--- src/rtl/y86_pkg.sv ---
// ---------------------------------------------------------------------------
// y86_pkg
// Definitions shared by the Y86-64 pipeline blocks: hazard control, the
// stage logic and the pipeline register bank.
//   - status codes and icode constants
//   - the RNONE register ID
//   - packed layouts of the D/E/M/W pipeline registers
//   - bubble contents for each pipeline register
//   - small helper functions
// ---------------------------------------------------------------------------
package y86_pkg;

  // Status codes. Any other value is carried through the pipeline unchanged.
  localparam logic [2:0] SAOK = 3'h1;
  localparam logic [2:0] SHLT = 3'h2;
  localparam logic [2:0] SADR = 3'h3;
  localparam logic [2:0] SINS = 3'h4;

  // Instruction codes.
  localparam logic [3:0] INOP    = 4'h1;
  localparam logic [3:0] IMRMOVQ = 4'h5;
  localparam logic [3:0] IOPQ    = 4'h6;
  localparam logic [3:0] IJXX    = 4'h7;
  localparam logic [3:0] IRET    = 4'h9;
  localparam logic [3:0] IPOPQ   = 4'hB;

  // Register ID meaning "no register".
  localparam logic [3:0] RNONE = 4'hF;

  // Action a pipeline register takes on a clock edge.
  typedef enum logic [1:0] {
    ACT_LOAD   = 2'd0,
    ACT_BUBBLE = 2'd1,
    ACT_HOLD   = 2'd2
  } reg_act_e;

  // Layout of the D register (written by fetch).
  typedef struct packed {
    logic [2:0]  stat;
    logic [3:0]  icode;
    logic [3:0]  ifun;
    logic [3:0]  ra;
    logic [3:0]  rb;
    logic [63:0] val_c;
    logic [63:0] val_p;
  } d_reg_t;

  // Layout of the E register (written by decode).
  typedef struct packed {
    logic [2:0]  stat;
    logic [3:0]  icode;
    logic [3:0]  ifun;
    logic [63:0] val_c;
    logic [63:0] val_a;
    logic [63:0] val_b;
    logic [3:0]  dst_e;
    logic [3:0]  dst_m;
    logic [3:0]  src_a;
    logic [3:0]  src_b;
  } e_reg_t;

  // Layout of the M register (written by execute).
  typedef struct packed {
    logic [2:0]  stat;
    logic [3:0]  icode;
    logic        cnd;
    logic [63:0] val_e;
    logic [63:0] val_a;
    logic [3:0]  dst_e;
    logic [3:0]  dst_m;
  } m_reg_t;

  // Layout of the W register (written by memory).
  typedef struct packed {
    logic [2:0]  stat;
    logic [3:0]  icode;
    logic [63:0] val_e;
    logic [63:0] val_m;
    logic [3:0]  dst_e;
    logic [3:0]  dst_m;
  } w_reg_t;

  // Bubble contents: a status-OK nop that writes no register.
  localparam d_reg_t D_BUBBLE = '{stat: SAOK, icode: INOP, ifun: 4'h0,
                                  ra: RNONE, rb: RNONE,
                                  val_c: 64'h0, val_p: 64'h0};

  localparam e_reg_t E_BUBBLE = '{stat: SAOK, icode: INOP, ifun: 4'h0,
                                  val_c: 64'h0, val_a: 64'h0, val_b: 64'h0,
                                  dst_e: RNONE, dst_m: RNONE,
                                  src_a: RNONE, src_b: RNONE};

  localparam m_reg_t M_BUBBLE = '{stat: SAOK, icode: INOP, cnd: 1'b0,
                                  val_e: 64'h0, val_a: 64'h0,
                                  dst_e: RNONE, dst_m: RNONE};

  localparam w_reg_t W_BUBBLE = '{stat: SAOK, icode: INOP,
                                  val_e: 64'h0, val_m: 64'h0,
                                  dst_e: RNONE, dst_m: RNONE};

  // True for the status codes that stop the machine.
  function automatic logic stat_is_halt(input logic [2:0] stat);
    logic res;
    case (stat)
      SHLT:    res = 1'b1;
      SADR:    res = 1'b1;
      SINS:    res = 1'b1;
      default: res = 1'b0;
    endcase
    return res;
  endfunction

  // 16-bit increment that sticks at all-ones instead of wrapping.
  function automatic logic [15:0] sat_inc16(input logic [15:0] cnt);
    logic [15:0] res;
    if (cnt == 16'hFFFF) begin
      res = cnt;
    end else begin
      res = cnt + 16'h0001;
    end
    return res;
  endfunction

endpackage

--- src/rtl/pipe_reg.sv ---
// ---------------------------------------------------------------------------
// pipe_reg
// One pipeline register of parameterised width with hold and bubble control.
// On each rising clock edge, in priority order:
//   - stall  : keep the current contents
//   - bubble : load bubble_val
//   - neither: load d
// rst clears the register asynchronously to RST_VAL.
// Ports:
//   clk, rst          clock and asynchronous active-high reset
//   stall, bubble     per-edge control
//   bubble_val [W]    contents loaded on a bubble
//   d [W]             next stage contents
//   q [W]             registered contents, driven straight from the flops
// ---------------------------------------------------------------------------
module pipe_reg
  import y86_pkg::*;
#(
  parameter int unsigned     W       = 8,
  parameter logic [W-1:0]    RST_VAL = '0
) (
  input  logic         clk,
  input  logic         rst,
  input  logic         stall,
  input  logic         bubble,
  input  logic [W-1:0] bubble_val,
  input  logic [W-1:0] d,
  output logic [W-1:0] q
);

  reg_act_e     act_s;
  logic [W-1:0] data_d;
  logic [W-1:0] data_q;

  // Pick the action for this edge (stall wins over bubble) and the next value.
  always_comb begin
    act_s  = ACT_LOAD;
    data_d = data_q;
    if (stall) begin
      act_s = ACT_HOLD;
    end else if (bubble) begin
      act_s = ACT_BUBBLE;
    end else begin
      act_s = ACT_LOAD;
    end
    case (act_s)
      ACT_HOLD:   data_d = data_q;
      ACT_BUBBLE: data_d = bubble_val;
      ACT_LOAD:   data_d = d;
      default:    data_d = data_q;
    endcase
  end

  // Register storage with asynchronous reset.
  always_ff @(posedge clk or posedge rst) begin
    if (rst) begin
      data_q <= RST_VAL;
    end else begin
      data_q <= data_d;
    end
  end

  assign q = data_q;

endmodule

--- src/rtl/pipe_stage_regs.sv ---
// ---------------------------------------------------------------------------
// pipe_stage_regs
// The F, D, E, M and W pipeline registers of a Y86-64 pipeline, plus:
//   - a sticky control-error flag
//   - a halted indication
//   - a saturating counter of bubble cycles
// Ports:
//   clk, rst                      clock and asynchronous active-high reset
//   F_stall, D_stall, D_bubble,   hazard-control inputs
//   E_bubble, M_bubble, W_stall
//   f_predPC  -> F_predPC         predicted PC
//   f_*       -> D_*              fetch bundle
//   d_*       -> E_*              decode bundle
//   e_*       -> M_*              execute bundle
//   m_*       -> W_*              memory bundle
//   ctrl_err                      set once D_stall and D_bubble are seen
//                                 together; cleared only by reset
//   halted                        W_stat is SHLT, SADR or SINS
//   bubble_cnt                    edges on which any bubble was loaded,
//                                 saturating at 16'hFFFF
// ---------------------------------------------------------------------------
module pipe_stage_regs
  import y86_pkg::*;
(
  input  logic        clk,
  input  logic        rst,
  input  logic        F_stall,
  input  logic        D_stall,
  input  logic        D_bubble,
  input  logic        E_bubble,
  input  logic        M_bubble,
  input  logic        W_stall,
  input  logic [63:0] f_predPC,
  output logic [63:0] F_predPC,
  input  logic [2:0]  f_stat,
  input  logic [3:0]  f_icode,
  input  logic [3:0]  f_ifun,
  input  logic [3:0]  f_rA,
  input  logic [3:0]  f_rB,
  input  logic [63:0] f_valC,
  input  logic [63:0] f_valP,
  output logic [2:0]  D_stat,
  output logic [3:0]  D_icode,
  output logic [3:0]  D_ifun,
  output logic [3:0]  D_rA,
  output logic [3:0]  D_rB,
  output logic [63:0] D_valC,
  output logic [63:0] D_valP,
  input  logic [2:0]  d_stat,
  input  logic [3:0]  d_icode,
  input  logic [3:0]  d_ifun,
  input  logic [63:0] d_valC,
  input  logic [63:0] d_valA,
  input  logic [63:0] d_valB,
  input  logic [3:0]  d_dstE,
  input  logic [3:0]  d_dstM,
  input  logic [3:0]  d_srcA,
  input  logic [3:0]  d_srcB,
  output logic [2:0]  E_stat,
  output logic [3:0]  E_icode,
  output logic [3:0]  E_ifun,
  output logic [63:0] E_valC,
  output logic [63:0] E_valA,
  output logic [63:0] E_valB,
  output logic [3:0]  E_dstE,
  output logic [3:0]  E_dstM,
  output logic [3:0]  E_srcA,
  output logic [3:0]  E_srcB,
  input  logic [2:0]  e_stat,
  input  logic [3:0]  e_icode,
  input  logic        e_Cnd,
  input  logic [63:0] e_valE,
  input  logic [63:0] e_valA,
  input  logic [3:0]  e_dstE,
  input  logic [3:0]  e_dstM,
  output logic [2:0]  M_stat,
  output logic [3:0]  M_icode,
  output logic        M_Cnd,
  output logic [63:0] M_valE,
  output logic [63:0] M_valA,
  output logic [3:0]  M_dstE,
  output logic [3:0]  M_dstM,
  input  logic [2:0]  m_stat,
  input  logic [3:0]  m_icode,
  input  logic [63:0] m_valE,
  input  logic [63:0] m_valM,
  input  logic [3:0]  m_dstE,
  input  logic [3:0]  m_dstM,
  output logic [2:0]  W_stat,
  output logic [3:0]  W_icode,
  output logic [63:0] W_valE,
  output logic [63:0] W_valM,
  output logic [3:0]  W_dstE,
  output logic [3:0]  W_dstM,
  output logic        ctrl_err,
  output logic        halted,
  output logic [15:0] bubble_cnt
);

  d_reg_t d_in_s, d_q;
  e_reg_t e_in_s, e_q;
  m_reg_t m_in_s, m_q;
  w_reg_t w_in_s, w_q;

  logic        ctrl_err_d, ctrl_err_q;
  logic [15:0] bubble_cnt_d, bubble_cnt_q;
  logic        bubble_evt_s;

  assign d_in_s = '{stat: f_stat, icode: f_icode, ifun: f_ifun,
                    ra: f_rA, rb: f_rB, val_c: f_valC, val_p: f_valP};

  assign e_in_s = '{stat: d_stat, icode: d_icode, ifun: d_ifun,
                    val_c: d_valC, val_a: d_valA, val_b: d_valB,
                    dst_e: d_dstE, dst_m: d_dstM,
                    src_a: d_srcA, src_b: d_srcB};

  assign m_in_s = '{stat: e_stat, icode: e_icode, cnd: e_Cnd,
                    val_e: e_valE, val_a: e_valA,
                    dst_e: e_dstE, dst_m: e_dstM};

  assign w_in_s = '{stat: m_stat, icode: m_icode,
                    val_e: m_valE, val_m: m_valM,
                    dst_e: m_dstE, dst_m: m_dstM};

  // F has no bubble input; it resets to PC 0.
  pipe_reg #(.W(64), .RST_VAL(64'h0)) u_f_reg (
    .clk(clk), .rst(rst), .stall(F_stall), .bubble(1'b0),
    .bubble_val(64'h0), .d(f_predPC), .q(F_predPC)
  );

  pipe_reg #(.W($bits(d_reg_t)), .RST_VAL(D_BUBBLE)) u_d_reg (
    .clk(clk), .rst(rst), .stall(D_stall), .bubble(D_bubble),
    .bubble_val(D_BUBBLE), .d(d_in_s), .q(d_q)
  );

  pipe_reg #(.W($bits(e_reg_t)), .RST_VAL(E_BUBBLE)) u_e_reg (
    .clk(clk), .rst(rst), .stall(1'b0), .bubble(E_bubble),
    .bubble_val(E_BUBBLE), .d(e_in_s), .q(e_q)
  );

  pipe_reg #(.W($bits(m_reg_t)), .RST_VAL(M_BUBBLE)) u_m_reg (
    .clk(clk), .rst(rst), .stall(1'b0), .bubble(M_bubble),
    .bubble_val(M_BUBBLE), .d(m_in_s), .q(m_q)
  );

  // W has no bubble input.
  pipe_reg #(.W($bits(w_reg_t)), .RST_VAL(W_BUBBLE)) u_w_reg (
    .clk(clk), .rst(rst), .stall(W_stall), .bubble(1'b0),
    .bubble_val(W_BUBBLE), .d(w_in_s), .q(w_q)
  );

  // Next values for the error flag and the bubble counter.
  always_comb begin
    ctrl_err_d   = ctrl_err_q;
    bubble_cnt_d = bubble_cnt_q;
    // With both D controls high, D holds, so no D bubble is loaded and
    // that case does not count as a bubble cycle.
    bubble_evt_s = (D_bubble & ~D_stall) | E_bubble | M_bubble;
    if (D_stall & D_bubble) begin
      ctrl_err_d = 1'b1;
    end else begin
      ctrl_err_d = ctrl_err_q;
    end
    if (bubble_evt_s) begin
      bubble_cnt_d = sat_inc16(bubble_cnt_q);
    end else begin
      bubble_cnt_d = bubble_cnt_q;
    end
  end

  // Status flops with asynchronous reset.
  always_ff @(posedge clk or posedge rst) begin
    if (rst) begin
      ctrl_err_q   <= 1'b0;
      bubble_cnt_q <= 16'h0000;
    end else begin
      ctrl_err_q   <= ctrl_err_d;
      bubble_cnt_q <= bubble_cnt_d;
    end
  end

  assign ctrl_err   = ctrl_err_q;
  assign bubble_cnt = bubble_cnt_q;
  assign halted     = stat_is_halt(w_q.stat);

  assign D_stat  = d_q.stat;
  assign D_icode = d_q.icode;
  assign D_ifun  = d_q.ifun;
  assign D_rA    = d_q.ra;
  assign D_rB    = d_q.rb;
  assign D_valC  = d_q.val_c;
  assign D_valP  = d_q.val_p;

  assign E_stat  = e_q.stat;
  assign E_icode = e_q.icode;
  assign E_ifun  = e_q.ifun;
  assign E_valC  = e_q.val_c;
  assign E_valA  = e_q.val_a;
  assign E_valB  = e_q.val_b;
  assign E_dstE  = e_q.dst_e;
  assign E_dstM  = e_q.dst_m;
  assign E_srcA  = e_q.src_a;
  assign E_srcB  = e_q.src_b;

  assign M_stat  = m_q.stat;
  assign M_icode = m_q.icode;
  assign M_Cnd   = m_q.cnd;
  assign M_valE  = m_q.val_e;
  assign M_valA  = m_q.val_a;
  assign M_dstE  = m_q.dst_e;
  assign M_dstM  = m_q.dst_m;

  assign W_stat  = w_q.stat;
  assign W_icode = w_q.icode;
  assign W_valE  = w_q.val_e;
  assign W_valM  = w_q.val_m;
  assign W_dstE  = w_q.dst_e;
  assign W_dstM  = w_q.dst_m;

endmodule

--- config.mk ---
export PLATFORM = sky130hd
export DESIGN_NAME = pipe_stage_regs
export DESIGN_NICKNAME = d
export VERILOG_FILES = /design/src/rtl/y86_pkg.sv /design/src/rtl/pipe_reg.sv /design/src/rtl/pipe_stage_regs.sv
export SDC_FILE = /design/constraint.sdc
export NUM_CORES = 1
export LEC_CHECK = 0
export BUFFER_PORTS_ARGS = -buffer_cell sky130_fd_sc_hd__buf_2
export CAP_MARGIN = 20
export CELL_PAD_IN_SITES_DETAIL_PLACEMENT = 0
export CELL_PAD_IN_SITES_GLOBAL_PLACEMENT = 1
export CORE_AREA = 2 2 576 578
export DETAILED_ROUTE_END_ITERATION = 10
export DIE_AREA = 0 0 578 580
export GPL_ROUTABILITY_DRIVEN = 0
export MAX_ROUTING_LAYER = met4
export PLACE_DENSITY_LB_ADDON = 0.1
export SLEW_MARGIN = 0
export SYNTH_ARGS = -nofsm -noshare
export SYNTH_HDL_FRONTEND = slang
export SYNTH_SLANG_ARGS = --single-unit
export TNS_END_PERCENT = 1
--- constraint.sdc ---
create_clock -name clk -period 32.2 [get_ports clk]
set_input_delay 6.44 -clock clk [delete_from_list [all_inputs] [get_ports clk]]
set_output_delay 6.44 -clock clk [all_outputs]
set_load 0.005 [all_outputs]
==> results.sh, run 1 <==
export IMPL_p_clk_share_pct=48.3
export IMPL_fin_ws_ns=23.54
export IMPL_synth_distinct_cells=34
export IMPL_cts_made_buffers=112
export IMPL_vdd_drop_max_uv=39.1
export IMPL_numPortBuffers=1459
export IMPL_cts_resized=0
export IMPL_antenna_found_initial=159
export IMPL_root_buffer="clkbuf_16"
export IMPL_die_area_sq_mm=0.335
export IMPL_arrival_ns=9.51
export IMPL_syn_inst=1629
export IMPL_first_global_vias=22600
export IMPL_floorplan_die_width_um=578
export IMPL_async_flop_share_pct=100
export IMPL_design_core_area_sq_mm=0.329
export IMPL_syn_to_final_growth_pct=65.4
export IMPL_routed_wl_mm=194
export IMPL_dp_hpwl_mm=159
export IMPL_crit_fanout=139
export IMPL_worstPathRequired_ns=33.05
export IMPL_yosysMostFrequentCell="dfrtp_1"
export IMPL_cts_clk_slew_worst_paths_ns=0.06
export IMPL_synth_top_cells_by_count="686 x dfrtp_1, 335 x nor2b_1, 211 x mux2_2"
export IMPL_wire_per_inst_um=25.3
export IMPL_hold_violations=0
export IMPL_powerDensity_mw_per_mm2=62.9
export IMPL_drtPass1Iterations=7
export IMPL_min_path_type="reg -> reg"
export IMPL_internal_power_mw=1.88
export IMPL_htreeDepth=3
export IMPL_ios=1460
export IMPL_fillers=37600
export IMPL_nets=3850
export IMPL_synth_edf_count=0
export IMPL_vias=20100
export IMPL_netlist_area_sq_mm=0.0252
export IMPL_cts_tree="done"
export IMPL_fin_crit_sh_pct=26.9
export IMPL_switchingPower_uw=737
export IMPL_finalClockSkew_ns=0.0322
export IMPL_clock_sinks=734
export IMPL_start_util_pct=7.66
export IMPL_drive_gt1_share_pct=60.4
export IMPL_viasPerCell=2.63
export IMPL_yosys_top_cells_area="dfrtp_1 68%, mux2_2 9.4%, nor2b_1 8.3%"
export IMPL_cts_setup_buffers=0
export IMPL_grt_max_degree=140
export IMPL_ys_seq_area_share_pct=73.1
export IMPL_slew_violations=0
export IMPL_groute_usage_overall_pct=11.6
export IMPL_fmax_mhz=115
export IMPL_cap_violations=0
export IMPL_grt_ovfl_total=0
export IMPL_power_mw=2.62
export IMPL_rsz0062_at_grt="no"
export IMPL_drt_antenna_violating_nets=0
export IMPL_post_synth_cell_area_avg_sq_um=15.5
export IMPL_yosysTopAreaCell="dfrtp_1"
export IMPL_leakage_nw=19.5
export IMPL_tightest_slew_ns=1.04
export IMPL_postCtsHoldBufs=0
export IMPL_rows=211
export IMPL_setup_tns_ns=0
export IMPL_die_h_um=580
export IMPL_p_seq_share_pct=39.8
export IMPL_cp_end_kind="asynchronous set/reset pin"
export IMPL_yosys_warnings=0
export IMPL_ys_ff_latch=734
export IMPL_min_period_ns=8.66
export IMPL_syn_num_nets=2355
export IMPL_max_slew_margin_rel_pct=30.7
export IMPL_path_class="in -> async"
export IMPL_setup_viol=0
export IMPL_status="complete, no violations"
export IMPL_ys_flop_type="dfrtp_1"
export IMPL_swShare_pct=28.1
export IMPL_pre_cts_ws_ns=22.41
export IMPL_p_comb_share_pct=12.0
export IMPL_grt_pass1_wl_mm=247
export IMPL_insertion_delay_ns=0.83
export IMPL_yosysTopAreaCellShare_pct=68.1
export IMPL_crit_path_start_kind="input pin"
export IMPL_drc=0
export IMPL_drtIter0Drc=656
export IMPL_clock_path_buffers=4
## stage by stage
stage / hold slack [ns] / area, sq um / cells / utilization (%)
2_1_floorplan: 0.451 / 25200 / 1629 / -
3_3_place_gp: 0.448 / 37800 / 7376 / 11.5
5_1_grt: 0.484 / 41700 / 7626 / 12.7
4_1_cts: 0.460 / 41500 / 7577 / 12.6
6_report: 0.452 / 41700 / 7645 / 12.7
3_5_place_dp: 0.446 / 37800 / 7376 / 11.5
## final cells by class
class | instances | area, sq um | area share, %
clock inverter | 23 | 350 | 0.840
sequential | 734 | 18400 | 44.2
inverter | 2 | 15.0 | 0.0360
multi-input combinational | 794 | 6380 | 15.3
antenna | 68 | 170 | 0.408
timing repair buffer | 1480 | 7510 | 18.0
clock buffer | 178 | 3380 | 8.11
tap | 4366 | 5460 | 13.1
## worst max-delay path: stages
cell	delay, ns
buf_2	0.13
inv_8	0.40
buf_12	0.70
buf_4	0.84
buf_4	0.78
## state kept, by name, indices dropped and copies added (netlist names)
name / count
u_f_reg.q: 64
ctrl_err: 1
u_e_reg.q: 219
u_w_reg.q: 143
bubble_cnt: 16
u_m_reg.q: 144
u_d_reg.q: 147
## routing by layer
| metal | routed length [um] | global-route usage [%] | share of wire [%] | vias to the layer above |
|---|---|---|---|---|
| met1 | 63500 | 10.5 | 33 | 9936 |
| met3 | 23800 | 6.06 | 12 | 335 |
| met4 | 4890 | 2.62 | 2.5 | 0 |
| met5 | 0 | - | 0 | - |
| met2 | 102000 | 21.1 | 52 | 1219 |
| li1 | - | - | - | 8594 |
## cells in the final DEF, fill, tap and decap left out, drive strengths merged
cell	n
clkinv	11
mux2	211
nor3	4
bufinv	5
xor2	8
a22o	137
nor4	4
nand3	5
nor4b	2
and2	1
nand4	3
nor2b	335
o21ai	11
nand2	14
a2111oi	1
xnor2	5
a21o	1
nor2	14
inv	4
diode	68
nand2b	2
ha	1
nor3b	1
nand4b	3
dfstp	48
dfrtp	686
buf	1479
and3	2
clkinvlp	5
or2	28
and4	1
clkbuf	179
## logic make-up (layout without fill, tap and decap cells)
group,after synthesis,in the layout,share of synthesized area (%)
AO/OA/AOI/OAI,150,150,5.12
XOR/XNOR,13,13,0.452
adder cells (fa/ha/maj),1,1,0.0496
buffers and inverters,101,1683,1.62
flip-flops,734,734,73.1
multiplexers,211,211,9.42
other,0,68,0
AND/OR/NAND/NOR,419,419,10.3
## path summary, 6_finish.rpt
kind,from,depth (start not counted),slack [ns],endpoint
max in group clk,u_w_reg.q[140]$_DFFE_PP1N_,3,23.93,halted
min in group asynchronous,rst,2,5.68,u_d_reg.q[24]$_DFFE_PP0P_
worst max-delay path,rst,5,23.54,u_f_reg.q[57]$_DFFE_PP0N_
worst max register to register,bubble_cnt[0]$_DFFE_PP0P_,6,29.87,bubble_cnt[1]$_DFFE_PP0P_
worst min register to register,ctrl_err$_DFFE_PP0P_,1,0.45,ctrl_err$_DFFE_PP0P_
worst min-delay path,ctrl_err$_DFFE_PP0P_,1,0.45,ctrl_err$_DFFE_PP0P_
## power groups by stage
stage          Combinational [mW]  Clock [mW]  Sequential, mW
6_report                    0.314        1.27            1.04
5_1_grt                     0.349        1.37            1.05
4_1_cts                     0.334        1.34            1.05
3_5_place_dp                0.333           0            1.06
3_3_place_gp                0.336           0            1.06
2_1_floorplan              0.0971           0            1.05
Note: power is estimated with default switching activity, not from simulation.
==> inputs of run 2 (changes only) <==
==> constraint.sdc (replaced) <==
create_clock -name clk -period 7.7 [get_ports clk]
set_input_delay 1.54 -clock clk [delete_from_list [all_inputs] [get_ports clk]]
set_output_delay 1.54 -clock clk [all_outputs]
set_load 0.005 [all_outputs]
==> run 2 against run 1 <==
First-iteration DRC count up 8.7%. Clock skew decreased by 0.029 ns. Largest power group unchanged. Global-route usage increased by 0.31 points. Die area stayed put. Worst hold slack better by 0.022 ns. Critical path type is now reg -> out. Highest routed layer unchanged. Final area rose by 0.27%. Routed wire length is 2.6% higher.
==> results.sh, run 2 (same netlist as run 1, synthesis figures left out) <==
export IMPL_power_mw=11.1
export IMPL_htreeDepth=3
export IMPL_hold_depth=2
export IMPL_tightest_slew_ns=1.16
export IMPL_numPortBuffers=1459
export IMPL_die_area_sq_mm=0.335
export IMPL_floorplan_die_width_um=578
export IMPL_drtIter0Drc=713
export IMPL_vdd_drop_max_uv=172
export IMPL_crit_path_start_kind="flop"
export IMPL_cp_num_buf_inv=1
export IMPL_crit_fanout=3
export IMPL_rsz0062_at_grt="no"
export IMPL_cap_violations=0
export IMPL_status="complete, no violations"
export IMPL_design_core_area_sq_mm=0.329
export IMPL_drtPass1Iterations=5
export IMPL_fmax_mhz=288
export IMPL_routed_wl_mm=199
export IMPL_finalClockSkew_ns=0.00369
export IMPL_min_delay_start="u_d_reg.q[135]$_DFFE_PP1P_"
export IMPL_final_cells=7650
export IMPL_start_util_pct=7.66
export IMPL_drive_gt1_share_pct=60.5
export IMPL_setup_viol=0
export IMPL_powerDensity_mw_per_mm2=265
export IMPL_postCtsHoldBufs=0
export IMPL_r2r_cells=6
export IMPL_cts_tree="done"
export IMPL_grt_ovfl_total=0
export IMPL_critical_path_top_delay_family="flip-flops"
export IMPL_holdPathEnd="u_d_reg.q[135]$_DFFE_PP1P_"
export IMPL_cts_resized=0
export IMPL_root_buffer="clkbuf_16"
export IMPL_slowest_stage="dfstp_2"
export IMPL_drt_antenna_violating_nets=0
export IMPL_fin_ws_ns=4.23
export IMPL_slew_violations=0
export IMPL_drc=0
export IMPL_ios=1460
export IMPL_arrival_ns=1.93
export IMPL_pre_cts_ws_ns=3.79
export IMPL_grt_pass1_wl_mm=251
export IMPL_clock_sinks=734
export IMPL_leakage_nw=19.6
export IMPL_max_slew_margin_rel_pct=22.8
export IMPL_layout_common_cells="1455 x buf_2, 686 x dfrtp_1, 335 x nor2b_1"
export IMPL_reg2reg_from="bubble_cnt[0]$_DFFE_PP0P_"
export IMPL_cts_setup_buffers=0
export IMPL_insertion_delay_ns=0.81
export IMPL_final_common_cell="buf_2"
export IMPL_rows=211
export IMPL_die_h_um=580
export IMPL_cts_made_buffers=114
export IMPL_antenna_found_initial=167
export IMPL_largest_reg_flops=219
export IMPL_dp_cells=7384
export IMPL_postLayoutCoreUtil_pct=12.7
export IMPL_grt_max_degree=138
export IMPL_r2r_end="bubble_cnt[1]$_DFFE_PP0P_"
export IMPL_slowest_delay_ns=0.62
export IMPL_fillers=37500
export IMPL_reg2reg_slack_ns=5.88
export IMPL_path_cells="nor2_1, mux2_2, buf_2"
export IMPL_cp_end_kind="output port"
export IMPL_worstPathRequired_ns=6.16
export IMPL_hold_violations=0
export IMPL_path_class="reg -> out"
export IMPL_min_period_ns=3.47
export IMPL_first_global_vias=22300
export IMPL_dp_hpwl_mm=163
export IMPL_nets=3860
export IMPL_wire_per_inst_um=26.0
export IMPL_holdWs_ns=0.474
export IMPL_viasPerCell=2.63
export IMPL_syn_to_final_growth_pct=65.8
export IMPL_groute_usage_overall_pct=11.9
export IMPL_cts_clk_slew_worst_paths_ns=0.06
export IMPL_clock_path_buffers=4
export IMPL_min_path_type="reg -> reg"
export IMPL_fin_crit_sh_pct=45.1
export IMPL_vias=20200
==> run 2: cell types whose count changed in the layout (fill, tap and decap cells not counted), sizes merged <==
cell	change
diode	-10
buf	+8
clkbuf	+4
clkinv	+2
bufinv	+1
==> run 2: layout make-up <==
class,instances,area (sq um),area share (%)
tap,4366,5460,13.1
antenna,58,145,0.347
clock inverter,26,335,0.802
sequential,734,18400,44.1
clock buffer,182,3430,8.20
inverter,2,11.3,0.0269
multi-input combinational,794,6380,15.3
timing repair buffer,1488,7620,18.2
==> run 2: power breakdown <==
| part | total (mW) | switching (mW) | internal, mW | leakage [nW] |
|---|---|---|---|---|
| sequential | 4.35 | 0.184 | 4.17 | 9.12 |
| combinational | 1.34 | 0.778 | 0.558 | 8.64 |
| clock | 5.40 | 2.17 | 3.23 | 1.84 |
==> run 2: metal layers <==
layer / vias up / track usage, % / routed length [um]
li1: 8611 / - / -
met1: 9996 / 11.0 / 67900
met2: 1224 / 21.2 / 102000
met3: 323 / 7.01 / 25300
met4: 0 / 1.87 / 3810
met5: - / - / 0
==> run 2: how the worst max path moves through the flow <==
stage / startpoint / end / slack (ns) / cells after the start
floorplan: rst / bubble_cnt[0]$_DFFE_PP0P_ / -3.86 / 1
global placement: D_stall / u_d_reg.q[55]$_DFFE_PP0P_ / 3.77 / 4
detailed placement: D_stall / u_d_reg.q[60]$_DFFE_PP0P_ / 3.79 / 4
CTS: u_w_reg.q[140]$_DFFE_PP1N_ / halted / 4.08 / 3
global route: u_w_reg.q[140]$_DFFE_PP1N_ / halted / 4.10 / 3
finish: u_w_reg.q[140]$_DFFE_PP1N_ / halted / 4.23 / 3
==> run 2: worst min-delay path, stage by stage (launching register included) <==
cell and delay (ns):
dfstp_2 0.36, nand2_1 0.04, o21ai_0 0.06
==> run 2: through the flow <==
stage / TNS (ns) / cell area (sq um)
after floorplan: -2695.50 / 25200
after global placement: 0 / 37900
after detailed placement: 0 / 37900
after CTS: 0 / 41700
after global routing: 0 / 41800
final: 0 / 41800
